--- src/rtl/stopwatch_pkg.sv ---
// Shared constants for the stopwatch display: active-high segment glyphs,
// digit slot indices and the converter state type.
package stopwatch_pkg;

    // Segment order is {g,f,e,d,c,b,a}; a set bit means the segment is lit.
    localparam logic [6:0] SEG_DIGIT [0:9] = '{
        7'b0111111,  // 0
        7'b0000110,  // 1
        7'b1011011,  // 2
        7'b1001111,  // 3
        7'b1100110,  // 4
        7'b1101101,  // 5
        7'b1111101,  // 6
        7'b0000111,  // 7
        7'b1111111,  // 8
        7'b1101111   // 9
    };
    localparam logic [6:0] SEG_DASH = 7'b1000000;
    localparam logic [6:0] SEG_OFF  = 7'b0000000;

    // Digit slot indices; slot 0 is the rightmost digit.
    localparam logic [1:0] DIGIT_SEC_ONES = 2'd0;
    localparam logic [1:0] DIGIT_SEC_TENS = 2'd1;
    localparam logic [1:0] DIGIT_MIN_ONES = 2'd2;
    localparam logic [1:0] DIGIT_MIN_TENS = 2'd3;

    typedef enum logic [1:0] {
        CONV_IDLE  = 2'd0,
        CONV_SHIFT = 2'd1,
        CONV_DONE  = 2'd2
    } conv_state_t;

    // Glyph lookup that stays dark for non-decimal nibbles.
    function automatic logic [6:0] seg_pattern(input logic [3:0] nibble);
        logic [6:0] pat;
        pat = SEG_OFF;
        for (int i = 0; i < 10; i++) begin
            if (nibble == 4'(i)) begin
                pat = SEG_DIGIT[i];
            end
        end
        return pat;
    endfunction

endpackage

--- src/rtl/bin2bcd_seq7.sv ---
// Sequential 7-bit binary to two-digit BCD converter (double dabble,
// one shift per clock). Hundreds are discarded; legal inputs are 0-99.
module bin2bcd_seq7
    import stopwatch_pkg::*;
(
    input  logic       clock,
    input  logic       reset,
    input  logic       start,
    input  logic [6:0] bin,
    output logic       busy,
    output logic       done,
    output logic [3:0] tens,
    output logic [3:0] ones
);

    conv_state_t state_reg, state_next;
    // Working register laid out as {tens, ones, remaining binary bits}.
    logic [14:0] work_reg, work_next;
    logic [2:0]  count_reg, count_next;
    logic [14:0] adjusted;

    // State, working register and shift counter.
    always_ff @(posedge clock) begin
        if (reset) begin
            state_reg <= CONV_IDLE;
            work_reg  <= '0;
            count_reg <= '0;
        end else begin
            state_reg <= state_next;
            work_reg  <= work_next;
            count_reg <= count_next;
        end
    end

    // Next-state logic: load on start, add-3 then shift seven times, flag done.
    always_comb begin
        state_next = state_reg;
        work_next  = work_reg;
        count_next = count_reg;
        adjusted   = work_reg;
        if (work_reg[14:11] >= 4'd5) begin
            adjusted[14:11] = work_reg[14:11] + 4'd3;
        end
        if (work_reg[10:7] >= 4'd5) begin
            adjusted[10:7] = work_reg[10:7] + 4'd3;
        end
        case (state_reg)
            CONV_IDLE: begin
                // A start that arrives while busy never reaches this branch.
                if (start) begin
                    work_next  = {8'd0, bin};
                    count_next = 3'd0;
                    state_next = CONV_SHIFT;
                end
            end
            CONV_SHIFT: begin
                work_next  = {adjusted[13:0], 1'b0};
                count_next = count_reg + 3'd1;
                if (count_reg == 3'd6) begin
                    state_next = CONV_DONE;
                end
            end
            CONV_DONE: begin
                state_next = CONV_IDLE;
            end
            default: begin
                state_next = CONV_IDLE;
            end
        endcase
    end

    assign busy = (state_reg != CONV_IDLE);
    assign done = (state_reg == CONV_DONE);
    assign tens = work_reg[14:11];
    assign ones = work_reg[10:7];

endmodule

--- src/rtl/stopwatch_display_mux.sv ---
// Four-digit multiplexed 7-segment driver showing MM.SS. Minutes and
// seconds are snapshotted once per scan frame and converted to BCD in the
// background, so a frame never mixes digits of two different readings.
module stopwatch_display_mux
    import stopwatch_pkg::*;
#(
    parameter int REFRESH_DIV    = 50000,
    parameter bit SEG_ACTIVE_LOW = 1'b1,
    parameter bit AN_ACTIVE_LOW  = 1'b1,
    parameter bit BLANK_LEADING  = 1'b1
) (
    input  logic       clock,
    input  logic       reset,
    input  logic [6:0] minutes,
    input  logic [6:0] seconds,
    input  logic       dp_on,
    output logic [6:0] seg,
    output logic       dp,
    output logic [3:0] an
);

    localparam int               DIV_W    = $clog2(REFRESH_DIV);
    localparam logic [DIV_W-1:0] DIV_LAST = DIV_W'(REFRESH_DIV - 1);
    localparam logic [6:0]       SEG_IDLE = SEG_ACTIVE_LOW ? 7'h7F : 7'h00;
    localparam logic             DP_IDLE  = SEG_ACTIVE_LOW;
    localparam logic [3:0]       AN_IDLE  = AN_ACTIVE_LOW ? 4'hF : 4'h0;

    logic [DIV_W-1:0] div_cnt_reg;
    logic [1:0]       digit_idx_reg;
    logic             snap_pending_reg;
    logic             err_snap_reg;
    logic             err_reg;
    logic [3:0]       bcd_reg [0:3];
    logic [6:0]       seg_reg;
    logic             dp_reg;
    logic [3:0]       an_reg;

    logic             tick;
    logic             snap_now;
    logic             conv_start;
    logic [6:0]       conv_bin  [0:1];
    logic [1:0]       conv_busy;
    logic [1:0]       conv_done;
    logic [3:0]       conv_tens [0:1];
    logic [3:0]       conv_ones [0:1];
    logic [3:0]       digit_sel;
    logic [3:0]       digit_val;
    logic             digit_lit;
    logic             dp_lit;
    logic [6:0]       seg_pat;
    logic [3:0]       an_pat;

    assign tick       = (div_cnt_reg == DIV_LAST);
    assign snap_now   = snap_pending_reg || (tick && (digit_idx_reg == DIGIT_MIN_TENS));
    assign conv_start = snap_now && (conv_busy == 2'b00);

    // Converter 0 handles seconds, converter 1 handles minutes.
    assign conv_bin[0] = seconds;
    assign conv_bin[1] = minutes;

    genvar gi;
    generate
        for (gi = 0; gi < 2; gi++) begin : g_conv
            bin2bcd_seq7 u_conv (
                .clock (clock),
                .reset (reset),
                .start (conv_start),
                .bin   (conv_bin[gi]),
                .busy  (conv_busy[gi]),
                .done  (conv_done[gi]),
                .tens  (conv_tens[gi]),
                .ones  (conv_ones[gi])
            );
        end
        for (gi = 0; gi < 4; gi++) begin : g_sel
            assign digit_sel[gi] = (digit_idx_reg == 2'(gi));
        end
    endgenerate

    // Refresh divider, digit scan index and the post-reset snapshot request.
    always_ff @(posedge clock) begin
        if (reset) begin
            div_cnt_reg      <= '0;
            digit_idx_reg    <= DIGIT_SEC_ONES;
            snap_pending_reg <= 1'b1;
        end else begin
            div_cnt_reg      <= tick ? '0 : div_cnt_reg + DIV_W'(1);
            snap_pending_reg <= 1'b0;
            if (tick) begin
                digit_idx_reg <= digit_idx_reg + 2'd1;
            end
        end
    end

    // Range flag captured with the snapshot; BCD digits and the flag go live
    // together when the conversion finishes.
    always_ff @(posedge clock) begin
        if (reset) begin
            err_snap_reg <= 1'b0;
            err_reg      <= 1'b0;
            for (int i = 0; i < 4; i++) begin
                bcd_reg[i] <= 4'd0;
            end
        end else begin
            if (conv_start) begin
                err_snap_reg <= (minutes > 7'd99) || (seconds > 7'd59);
            end
            if (conv_done[0]) begin
                err_reg <= err_snap_reg;
            end
            for (int i = 0; i < 2; i++) begin
                if (conv_done[i]) begin
                    bcd_reg[2*i]   <= conv_ones[i];
                    bcd_reg[2*i+1] <= conv_tens[i];
                end
            end
        end
    end

    // Active-high glyph, decimal point and anode for the current slot.
    always_comb begin
        digit_val = bcd_reg[digit_idx_reg];
        digit_lit = 1'b1;
        dp_lit    = 1'b0;
        seg_pat   = seg_pattern(digit_val);
        if (err_reg) begin
            seg_pat = SEG_DASH;
        end else begin
            if (BLANK_LEADING && (digit_idx_reg == DIGIT_MIN_TENS)
                    && (bcd_reg[DIGIT_MIN_TENS] == 4'd0)) begin
                digit_lit = 1'b0;
            end
            dp_lit = (digit_idx_reg == DIGIT_MIN_ONES) && dp_on;
        end
        if (!digit_lit) begin
            seg_pat = SEG_OFF;
            dp_lit  = 1'b0;
        end
        an_pat = digit_lit ? digit_sel : 4'b0000;
    end

    // Output registers: blank on reset and for the tick cycle, otherwise the
    // current slot with pin polarity applied.
    always_ff @(posedge clock) begin
        if (reset || tick) begin
            seg_reg <= SEG_IDLE;
            dp_reg  <= DP_IDLE;
            an_reg  <= AN_IDLE;
        end else begin
            seg_reg <= SEG_ACTIVE_LOW ? ~seg_pat : seg_pat;
            dp_reg  <= SEG_ACTIVE_LOW ? ~dp_lit : dp_lit;
            an_reg  <= AN_ACTIVE_LOW ? ~an_pat : an_pat;
        end
    end

    assign seg = seg_reg;
    assign dp  = dp_reg;
    assign an  = an_reg;

endmodule
--- config.mk ---
export PLATFORM = sky130hd
export DESIGN_NAME = stopwatch_display_mux
export DESIGN_NICKNAME = d
export VERILOG_FILES = /design/src/rtl/stopwatch_pkg.sv /design/src/rtl/bin2bcd_seq7.sv /design/src/rtl/stopwatch_display_mux.sv
export SDC_FILE = /design/constraint.sdc
export NUM_CORES = 1
export LEC_CHECK = 0
export ABC_AREA = 1
export CAP_MARGIN = 10
export CORE_UTILIZATION = 57
export DETAILED_ROUTE_END_ITERATION = 6
export DONT_BUFFER_PORTS = 1
export PLACE_DENSITY = 0.74
export SYNTH_ARGS = -nofsm -noshare
export SYNTH_HDL_FRONTEND = slang
export SYNTH_SLANG_ARGS = --single-unit
--- constraint.sdc ---
create_clock -name clock -period 1.33 [get_ports clock]
set_input_delay 0.1995 -clock clock [delete_from_list [all_inputs] [get_ports clock]]
set_output_delay 0.1995 -clock clock [all_outputs]
set_load 0.02 [all_outputs]
**After elaboration in Yosys (flattened, before gate mapping)**

Memory sizes are Yosys's and may differ from the RTL's. A register that Yosys moved wholly into a read port is not among the register bits.
Cells that the tools add are included.

- $add $sub $neg: 8
- Magnitude comparators: 6
- Equality and inequality tests: 23
- Mux-type cells: 47
- Bitwise logic cells: 7
- Reductions and logical operators: 22

Operator list:

| cell | number |
|---|---|
| two-way mux 7 bit | 11 |
| one-hot mux 15 bit (2 select lines) | 2 |
| two-way mux 15 bit | 2 |
| two-way mux 4 bit | 7 |
| adder 16 x 1 -> 16 bit (second input constant) | 1 |
| == test 16 bit (second input constant) | 1 |
| == test 4 x 3 -> 1 bit (second input constant) | 4 |
| greater-or-equal comparator 4 x 3 -> 1 bit (second input constant) | 4 |
| two-way mux 1 bit | 12 |
| one-hot mux 3 bit (2 select lines) | 2 |
| two-way mux 2 bit | 5 |
| two-way mux 3 bit | 3 |
| adder 4 x 2 -> 4 bit (second input constant) | 2 |
| == test 2 bit (second input constant) | 4 |
| == test 4 x 2 -> 1 bit (second input constant) | 2 |
| == test 4 bit (second input constant) | 2 |
| zero test 2 bit | 4 |
| zero test 4 bit | 2 |
| one-hot mux 2 bit (2 select lines) | 2 |
| AND reduction 2 bit | 4 |
| nonzero test 2 bit | 4 |
| > comparator 7 x 6 -> 1 bit (second input constant) | 1 |
| > comparator 7 bit (second input constant) | 1 |
| NOT 7 bit | 1 |
| 15 further kinds | 30 |

- Register bits after elaboration: 73
- RAM bits: 16
- Output and inout port bits: 12
- Memories: 1

Memory list:

| name | depth | bits a word | rd ports | clocked after memory_dff | write ports | RTL line | RTL |
|---|---|---|---|---|---|---|---|
| bcd_reg | 4 | 4 | 2 | 1 | 4 | stopwatch_display_mux.sv:33 | `logic [3:0] bcd_reg [0:3];` |

**Logic depth before layout (Yosys ltp)**

Gate-level depths: netlist of run 1.

- Depth after elaboration: 14
- Gate-level depth with buffers: 11

**Hierarchy**

From an unflattened synthesis of run 1, not the netlist that was laid out.

- Cell total of the unflattened synthesis: 605
- Area, all modules: 4554.4 µm²

Modules (own cells, without submodules):

| module | times used | cells an instance | area each (µm²) | seq. area each (µm²) |
|---|---|---|---|---|
| stopwatch_display_mux | 1 | 307 | 2404.8 | 1181.1 |
| bin2bcd_seq7 | 2 | 149 | 1074.8 | 400.4 |

**Worst setup path before layout of run 1**

OpenSTA, ideal clock, no wires.

- Path kind: register to register
- Start: reg div_cnt_reg[0]
- End: reg err_snap_reg
- Data arrival time: 1355 ps
- Path slack: -139 ps
- Cell stages (with the launch flop): 10
- Cell sequence: dfxtp_1 > ha_1 > nand3_4 > nor2_4 > nand3_2 > nand2_4 > nand2_4 > buf_4 > nor3_2 > nor2_1

- Longest elaborated chain between the ends: 4

Ends and longest elaborated chain:

| item | RTL line | RTL |
|---|---|---|
| start: declaration | stopwatch_display_mux.sv:28 | `logic [DIV_W-1:0] div_cnt_reg;` |
| start signal: assignment | stopwatch_display_mux.sv:87 | `div_cnt_reg <= tick ? '0 : div_cnt_reg + DIV_W'(1);` |
| == test 16 bit | stopwatch_display_mux.sv:53 | `assign tick = (div_cnt_reg == DIV_LAST);` |
| logical AND 1 bit | stopwatch_display_mux.sv:54 | `assign snap_now = snap_pending_reg \|\| (tick && (digit_idx_reg == DIGIT_MIN_TENS));` |
| logical OR 1 bit | stopwatch_display_mux.sv:54 |  |
| logical AND 1 bit | stopwatch_display_mux.sv:55 | `assign conv_start = snap_now && (conv_busy == 2'b00);` |
| end signal: assignment | stopwatch_display_mux.sv:106 | `err_snap_reg <= (minutes > 7'd99) \|\| (seconds > 7'd59);` |
| end: declaration | stopwatch_display_mux.sv:31 | `logic err_snap_reg;` |

No other way between the ends.
A chain may end at the register's enable or synchronous reset.

**Worst setup path after layout of run 1**

- Start: reg div_cnt_reg[1]
- End: reg g_conv[1].u_conv.work_reg[12]

- Longest elaborated chain between the ends: 6

Ends and longest elaborated chain:

| item | RTL line | RTL |
|---|---|---|
| == test 16 bit | stopwatch_display_mux.sv:53 |  |
| logical AND 1 bit | stopwatch_display_mux.sv:54 |  |
| logical OR 1 bit | stopwatch_display_mux.sv:54 |  |
| logical AND 1 bit | stopwatch_display_mux.sv:55 |  |
| inequality test 2 bit (no source line) | - |  |
| AND reduction 2 bit (no source line) | - |  |
| end signal: assignment | bin2bcd_seq7.sv:30 | `work_reg <= work_next;` |
| end: declaration | bin2bcd_seq7.sv:18 | `logic [14:0] work_reg, work_next;` |

No other way between the ends.

==> flow_metrics.env, run 1 <==
export IMPL_crit_type="reg -> reg"
export IMPL_ys_warn_count=0
export IMPL_routedWlPerCell_um=13.6
export IMPL_antenna_found_initial=0
export IMPL_critical_path_arrival_ps=1740
export IMPL_cts_inserted_buffers=9
export IMPL_die_h_um=89.2
export IMPL_grt_max_degree=26
export IMPL_slew_violations=0
export IMPL_hold_violations=0
export IMPL_area_growth_pct=34.9
export IMPL_critical_path_max_fanout=8
export IMPL_die_area_mm2=0.00796
export IMPL_powerDensity_mw_per_mm2=980
export IMPL_setup_worst_path_end_class="flop"
export IMPL_final_area_mm2=0.00585
export IMPL_ys_seq_area_frac=0.457
export IMPL_vias=3968
export IMPL_nets=672
export IMPL_diodes=0
export IMPL_skew_ps=11.1
export IMPL_grtUsageTotal=0.244
export IMPL_max_clock_path_buffers=2
export IMPL_fmax_ghz=0.649
export IMPL_io_buffers=0
export IMPL_synthCells=561
export IMPL_clock_tree_root_cell="clkbuf_8"
export IMPL_setup_viol=54
export IMPL_ys_ff_latch=91
export IMPL_cts_max_level=3
export IMPL_vias_per_cell=5.35
export IMPL_worst_slew_pin_slew_ps=1100
export IMPL_grt_pass1_wl_um=15000
export IMPL_placed_area_mm2=0.00499
export IMPL_fin_crit_sh=1.16
export IMPL_start_util=0.595
export IMPL_drv_cap=0
export IMPL_syn_area_per_cell_um2=7.73
export IMPL_reg2regPathDepth=9
export IMPL_clk_latency_ps=360
export IMPL_ys_async_sr_fraction=0
export IMPL_start_kind="flop"
export IMPL_irDropWorstVdd_v=0.000591
export IMPL_slew_headroom=0.267
export IMPL_leakage_nw=2.32
export IMPL_largest_reg_flops=30
export IMPL_routabilityCongestion=0.850
export IMPL_drive_gt1_frac=0.356
export IMPL_final_setup_worst_slack_ps=-210
export IMPL_syn_num_nets=595
export IMPL_cp_required_ps=1530
export IMPL_first_iter_violations=147
export IMPL_coreArea_mm2=0.00729
export IMPL_io_pins=29
export IMPL_yosysUniqueCellTypes=34
export IMPL_layout_min_cycle_time_ps=1540
export IMPL_grt_pass1_vias=3542
export IMPL_clk_pin_slew_ps=90
export IMPL_drcViolationCount=0
export IMPL_final_antenna_net_count=0
export IMPL_grt_overflow_total=0
export IMPL_die_x_um=89.2
export IMPL_synth_edf_count=16
export IMPL_place_ws_ps=-240
export IMPL_nFillCells=498
export IMPL_worstHoldPathCells=4
export IMPL_rsz0062_at_grt="true"
export IMPL_utilization=0.802
export IMPL_violations="setup timing"
export IMPL_drt_pass1_iterations=4
export IMPL_status="complete, but fails checks"
export IMPL_wl_um=10100
export IMPL_synth_top_flop_cell="dfxtp_1"
export IMPL_syn_area_mm2=0.00434
export IMPL_register_area_mm2=0.00200
export IMPL_post_dp_hpwl_um=6230
export IMPL_setup_tns_ps=-6580
export IMPL_cts_sinks=91
export IMPL_whs_ps=81.5
export IMPL_multi_input_comb_area_mm2=0.00248
export IMPL_hp_class="in -> reg"
export IMPL_rows=31
export IMPL_cts_tree="built"
kinds of logic (layout without fill, tap and decap cells):
group	Yosys count	after routing	synth area share
flip-flops	91	91	0.457
XOR/XNOR	10	10	0.0202
buffers and inverters	88	170	0.0860
AO/OA/AOI/OAI	93	93	0.111
AND/OR/NAND/NOR	262	262	0.277
adder cells (fa/ha/maj)	17	17	0.0491
power breakdown:
part / leakage, nW / switching (mW) / internal (mW) / total, mW
clock network: 0.0966 / 0.972 / 0.862 / 1.83
logic: 1.44 / 0.520 / 0.394 / 0.915
registers: 0.784 / 0.0724 / 2.91 / 2.98
critical path, stage by stage, from the launching register on:
cell     delay (ps)
dfxtp_4         370
ha_4            150
nand3_4         100
nor2_4          120
nand3_2         100
nand2_4         110
nand2_8          90
buf_6           170
nand3_1          80
a21oi_1          80
through the flow:
stage,power [mW],cells
finish,5.73,742
global route,5.99,742
CTS,5.57,730
detailed placement,3.75,704
global placement,3.72,704
floorplan,3.55,561
area by class of cell:
| type | count | area share |
|---|---|---|
| repair buffers | 83 | 0.131 |
| well taps | 99 | 0.0212 |
| clock inverters | 7 | 0.0118 |
| multi-input cells | 382 | 0.425 |
| inverters | 71 | 0.0473 |
| clock buffers | 9 | 0.0212 |
| flip-flops and latches | 91 | 0.343 |
cells in the mapped netlist, types with 2 or more instances:
cell / n / area [µm²]
buf_2: 8 / 40.0
o21ai_1: 3 / 15.0
nand2_4: 2 / 22.5
nand3_2: 2 / 20.0
inv_2: 3 / 11.3
nand4_1: 9 / 56.3
nor2_4: 3 / 33.8
a21oi_1: 44 / 220
o21ai_0: 38 / 190
dfxtp_1: 75 / 1500
inv_1: 66 / 248
xor2_1: 8 / 70.1
nand2_2: 2 / 12.5
edfxtp_1: 16 / 480
nand3_1: 60 / 300
buf_6: 3 / 33.8
nor2_2: 5 / 31.3
nor2_1: 56 / 210
clkbuf_1: 4 / 15.0
o22ai_1: 6 / 37.5
nand2_1: 110 / 413
buf_4: 2 / 15.0
nor3_1: 8 / 40.0
xnor2_1: 2 / 17.5
ha_1: 17 / 213
placed cells by master (no fill, tap or decap), types with 4 or more instances in the layout:
cell	Yosys	routed
a21oi_1	44	18
a21oi_2	0	25
buf_12	0	5
buf_4	2	62
buf_6	3	9
clkbuf_8	0	9
dfxtp_1	75	63
dfxtp_2	0	9
dlygate4sd3_1	0	5
edfxtp_1	16	16
ha_1	17	16
inv_1	66	59
inv_2	3	8
inv_4	1	4
nand2_1	110	90
nand2_2	2	15
nand2_4	2	7
nand3_1	60	33
nand3_2	2	27
nand4_1	9	9
nor2_1	56	49
nor2_2	5	4
nor2_4	3	11
nor3_1	8	6
o21ai_0	38	28
o21ai_1	3	9
o21ai_2	0	4
xor2_1	8	7
timing repair:
action / CTS / global route
hold buffers: 2 / 3
resized for setup: 42 / 94
setup endpoints to repair: 66 / 67
gates cloned: 0 / 2
endpoints found under the hold margin: 24 / 22
pin swaps: 11 / 19
buffers inserted: 8 / 8
worst paths after layout:
path                           startpoint                             to  slack [ps]
max reg2reg                div_cnt_reg[1]  g_conv[1].u_conv.work_reg[12]        -210
max                        div_cnt_reg[1]  g_conv[1].u_conv.work_reg[12]        -210
min reg2reg  g_conv[0].u_conv.work_reg[0]   g_conv[0].u_conv.work_reg[0]         470
min                            minutes[1]   g_conv[1].u_conv.work_reg[1]          80
routing by layer:
metal | GRT usage | up-vias | share of wire
met1 | 0.294 | 1855 | 0.42
met5 | 0 | - | 0
met4 | 0.0924 | 0 | 0.022
li1 | - | 1990 | -
met2 | 0.425 | 96 | 0.51
met3 | 0.0554 | 27 | 0.044
Power figures use the tool's default switching activity.
==> run 2: changes to the inputs <==
Settings changed: ABC_CLOCK_PERIOD_IN_PS from default to 1330, CORE_ASPECT_RATIO from default to 1.4.
==> run 2 against run 1 <==
  * The flow finishes with violations (hold timing, setup timing)
  * Largest cell class unchanged
  * Fmax increased by 1.7%
  * Flip-flop and latch count unchanged
  * Setup slack improved by 26 ps
  * Clock skew about the same
  * Global-route usage about the same
  * Critical endpoint is now g_conv[0].u_conv.work_reg[5]
  * First-iteration DRC count increased by 2.0%
  * Wire length decreased by 8.2%
  * Power increased by 2.2%
==> flow_metrics.env, run 2 (same netlist as run 1, synthesis figures left out) <==
export IMPL_status="complete, but fails checks"
export IMPL_violations="hold timing, setup timing"
export IMPL_io_pins=29
export IMPL_layout_min_cycle_time_ps=1510
export IMPL_cts_max_level=3
export IMPL_start_util=0.589
export IMPL_critical_path_max_fanout=6
export IMPL_worstHoldPathCells=0
export IMPL_leakage_nw=2.20
export IMPL_vias_per_cell=5.33
export IMPL_grt_max_degree=26
export IMPL_power_internal_mw=4.28
export IMPL_nFillCells=511
export IMPL_power_frac_comb=0.144
export IMPL_powerDensity_mw_per_mm2=1050
export IMPL_grt_pass1_vias=3631
export IMPL_max_clock_path_buffers=2
export IMPL_final_setup_worst_slack_ps=-185
export IMPL_vias=3883
export IMPL_die_area_mm2=0.00796
export IMPL_p_sw_frac=0.269
export IMPL_slew_violations=0
export IMPL_drcViolationCount=0
export IMPL_irDropWorstVdd_v=0.000748
export IMPL_drive_gt1_frac=0.286
export IMPL_io_buffers=0
export IMPL_clk_pin_slew_ps=90
export IMPL_drt_pass1_iterations=4
export IMPL_most_common_layout_cells="nand2_1, dfxtp_1, inv_1"
export IMPL_fin_crit_sh=1.14
export IMPL_post_dp_hpwl_um=6440
export IMPL_clk_latency_ps=370
export IMPL_place_ws_ps=-268
export IMPL_setup_viol=61
export IMPL_first_iter_violations=150
export IMPL_coreArea_mm2=0.00736
export IMPL_p_seq_frac=0.510
export IMPL_register_area_mm2=0.00199
export IMPL_grt_util_met2=0.433
export IMPL_gr_usage_met3=0.0405
export IMPL_routedWlPerCell_um=12.7
export IMPL_hold_violations=22
export IMPL_final_antenna_net_count=0
export IMPL_rows=37
export IMPL_ctsHoldBuffers=2
export IMPL_diodes=0
export IMPL_slew_headroom=0.654
export IMPL_reg2regPathDepth=9
export IMPL_whs_ps=-145
export IMPL_wl_um=9280
export IMPL_grt_pass1_wl_um=14800
export IMPL_cts_sinks=91
export IMPL_hp_class="in -> reg"
export IMPL_critical_path_arrival_ps=1780
export IMPL_rsz0062_at_grt="true"
export IMPL_p_sw_mw=1.57
export IMPL_nets=661
export IMPL_drv_cap=0
export IMPL_area_growth_pct=28.7
export IMPL_grt_overflow_total=0
export IMPL_grtUsageTotal=0.244
export IMPL_final_common_cell="nand2_1"
export IMPL_multi_input_comb_area_mm2=0.00231
export IMPL_met1_usage=0.255
export IMPL_p_clk_frac=0.346
export IMPL_setup_worst_path_end_class="flop"
export IMPL_cts_inserted_buffers=9
export IMPL_power_mw=5.86
export IMPL_clock_tree_root_cell="clkbuf_8"
export IMPL_die_h_um=105
export IMPL_worst_slew_pin_slew_ps=516
export IMPL_cp_required_ps=1600
export IMPL_antenna_found_initial=0
export IMPL_routabilityCongestion=0.897
export IMPL_die_x_um=75.7
export IMPL_fmax_ghz=0.660
export IMPL_largest_reg_flops=30
export IMPL_skew_ps=10.9
export IMPL_crit_type="reg -> reg"
export IMPL_grt_busiest_layer="met2"
export IMPL_start_kind="flop"
export IMPL_cts_tree="built"
## run 2: changes by cell type in the layout (fill, tap and decap cells not counted), sizes merged
cell and delta:
clkinv -1, dlygate4sd3 -3, nand2 +1, buf -8, clkinvlp -1, inv +1
## run 2: metal layers
metal	wire, µm	up-vias	share of wire
met3	301	26	0.032
met1	3710	1801	0.40
met5	0	-	0
met2	4970	94	0.54
met4	301	0	0.032
li1	-	1962	-
## run 2: power groups by stage
stage	logic (mW)	registers [mW]	clock network, mW
2_1_floorplan	0.509	3.04	0
3_3_place_gp	0.689	3.05	0
3_5_place_dp	0.714	3.05	0
4_1_cts	0.754	2.98	2.05
5_1_grt	0.927	3.00	2.17
6_report	0.843	2.99	2.03
## run 2: repair_timing
item | in CTS | in global routing
setup buffers | 4 | 4
gates cloned | 0 | 2
endpoints found under the setup margin | 51 | 71
resized for setup | 28 | 52
endpoints found under the hold margin | 24 | 22
pin swaps | 3 | 3
## run 2: critical path: stages, from the launching register on
cell and delay [ps]:
dfxtp_2 360, ha_4 150, nand3_4 100, nor2_4 130
nand3_2 100, nand2_4 130, nand2_8 90, clkbuf_16 190
a21oi_2 110, nor2_1 50
## run 2: path summary, 6_finish.rpt
| check | from | to | slack, ps |
|---|---|---|---|
| worst max-delay path | div_cnt_reg[1] | g_conv[0].u_conv.work_reg[5] | -180 |
| worst min-delay path | reset | snap_pending_reg | -140 |
| worst max register to register | div_cnt_reg[1] | g_conv[0].u_conv.work_reg[5] | -180 |
| worst min register to register | err_reg | seg[6] | 470 |
## run 2: stage by stage
step | std cells | setup TNS (ps) | util | area [µm²]
finish | 729 | -6250 | 0.758 | 5580
global route | 729 | -11560 | 0.758 | 5580
CTS | 723 | -5900 | 0.726 | 5350
detailed placement | 701 | -5620 | 0.679 | 5000
global placement | 701 | -3890 | 0.679 | 5000
floorplan | 561 | -554 | - | 4460
## run 2: cell type report
type	count	area share
multi-input combinational	383	0.414
sequential	91	0.357
timing repair buffer	71	0.117
inverter	71	0.0500
clock buffer	10	0.0267
tap	97	0.0218
clock inverter	6	0.0126
==> run 3: changes to the inputs <==
Settings changed: SLEW_MARGIN from default to 25.
==> results of run 3 <==
No change in the layout: final DEF, timing and power equal those of run 2.
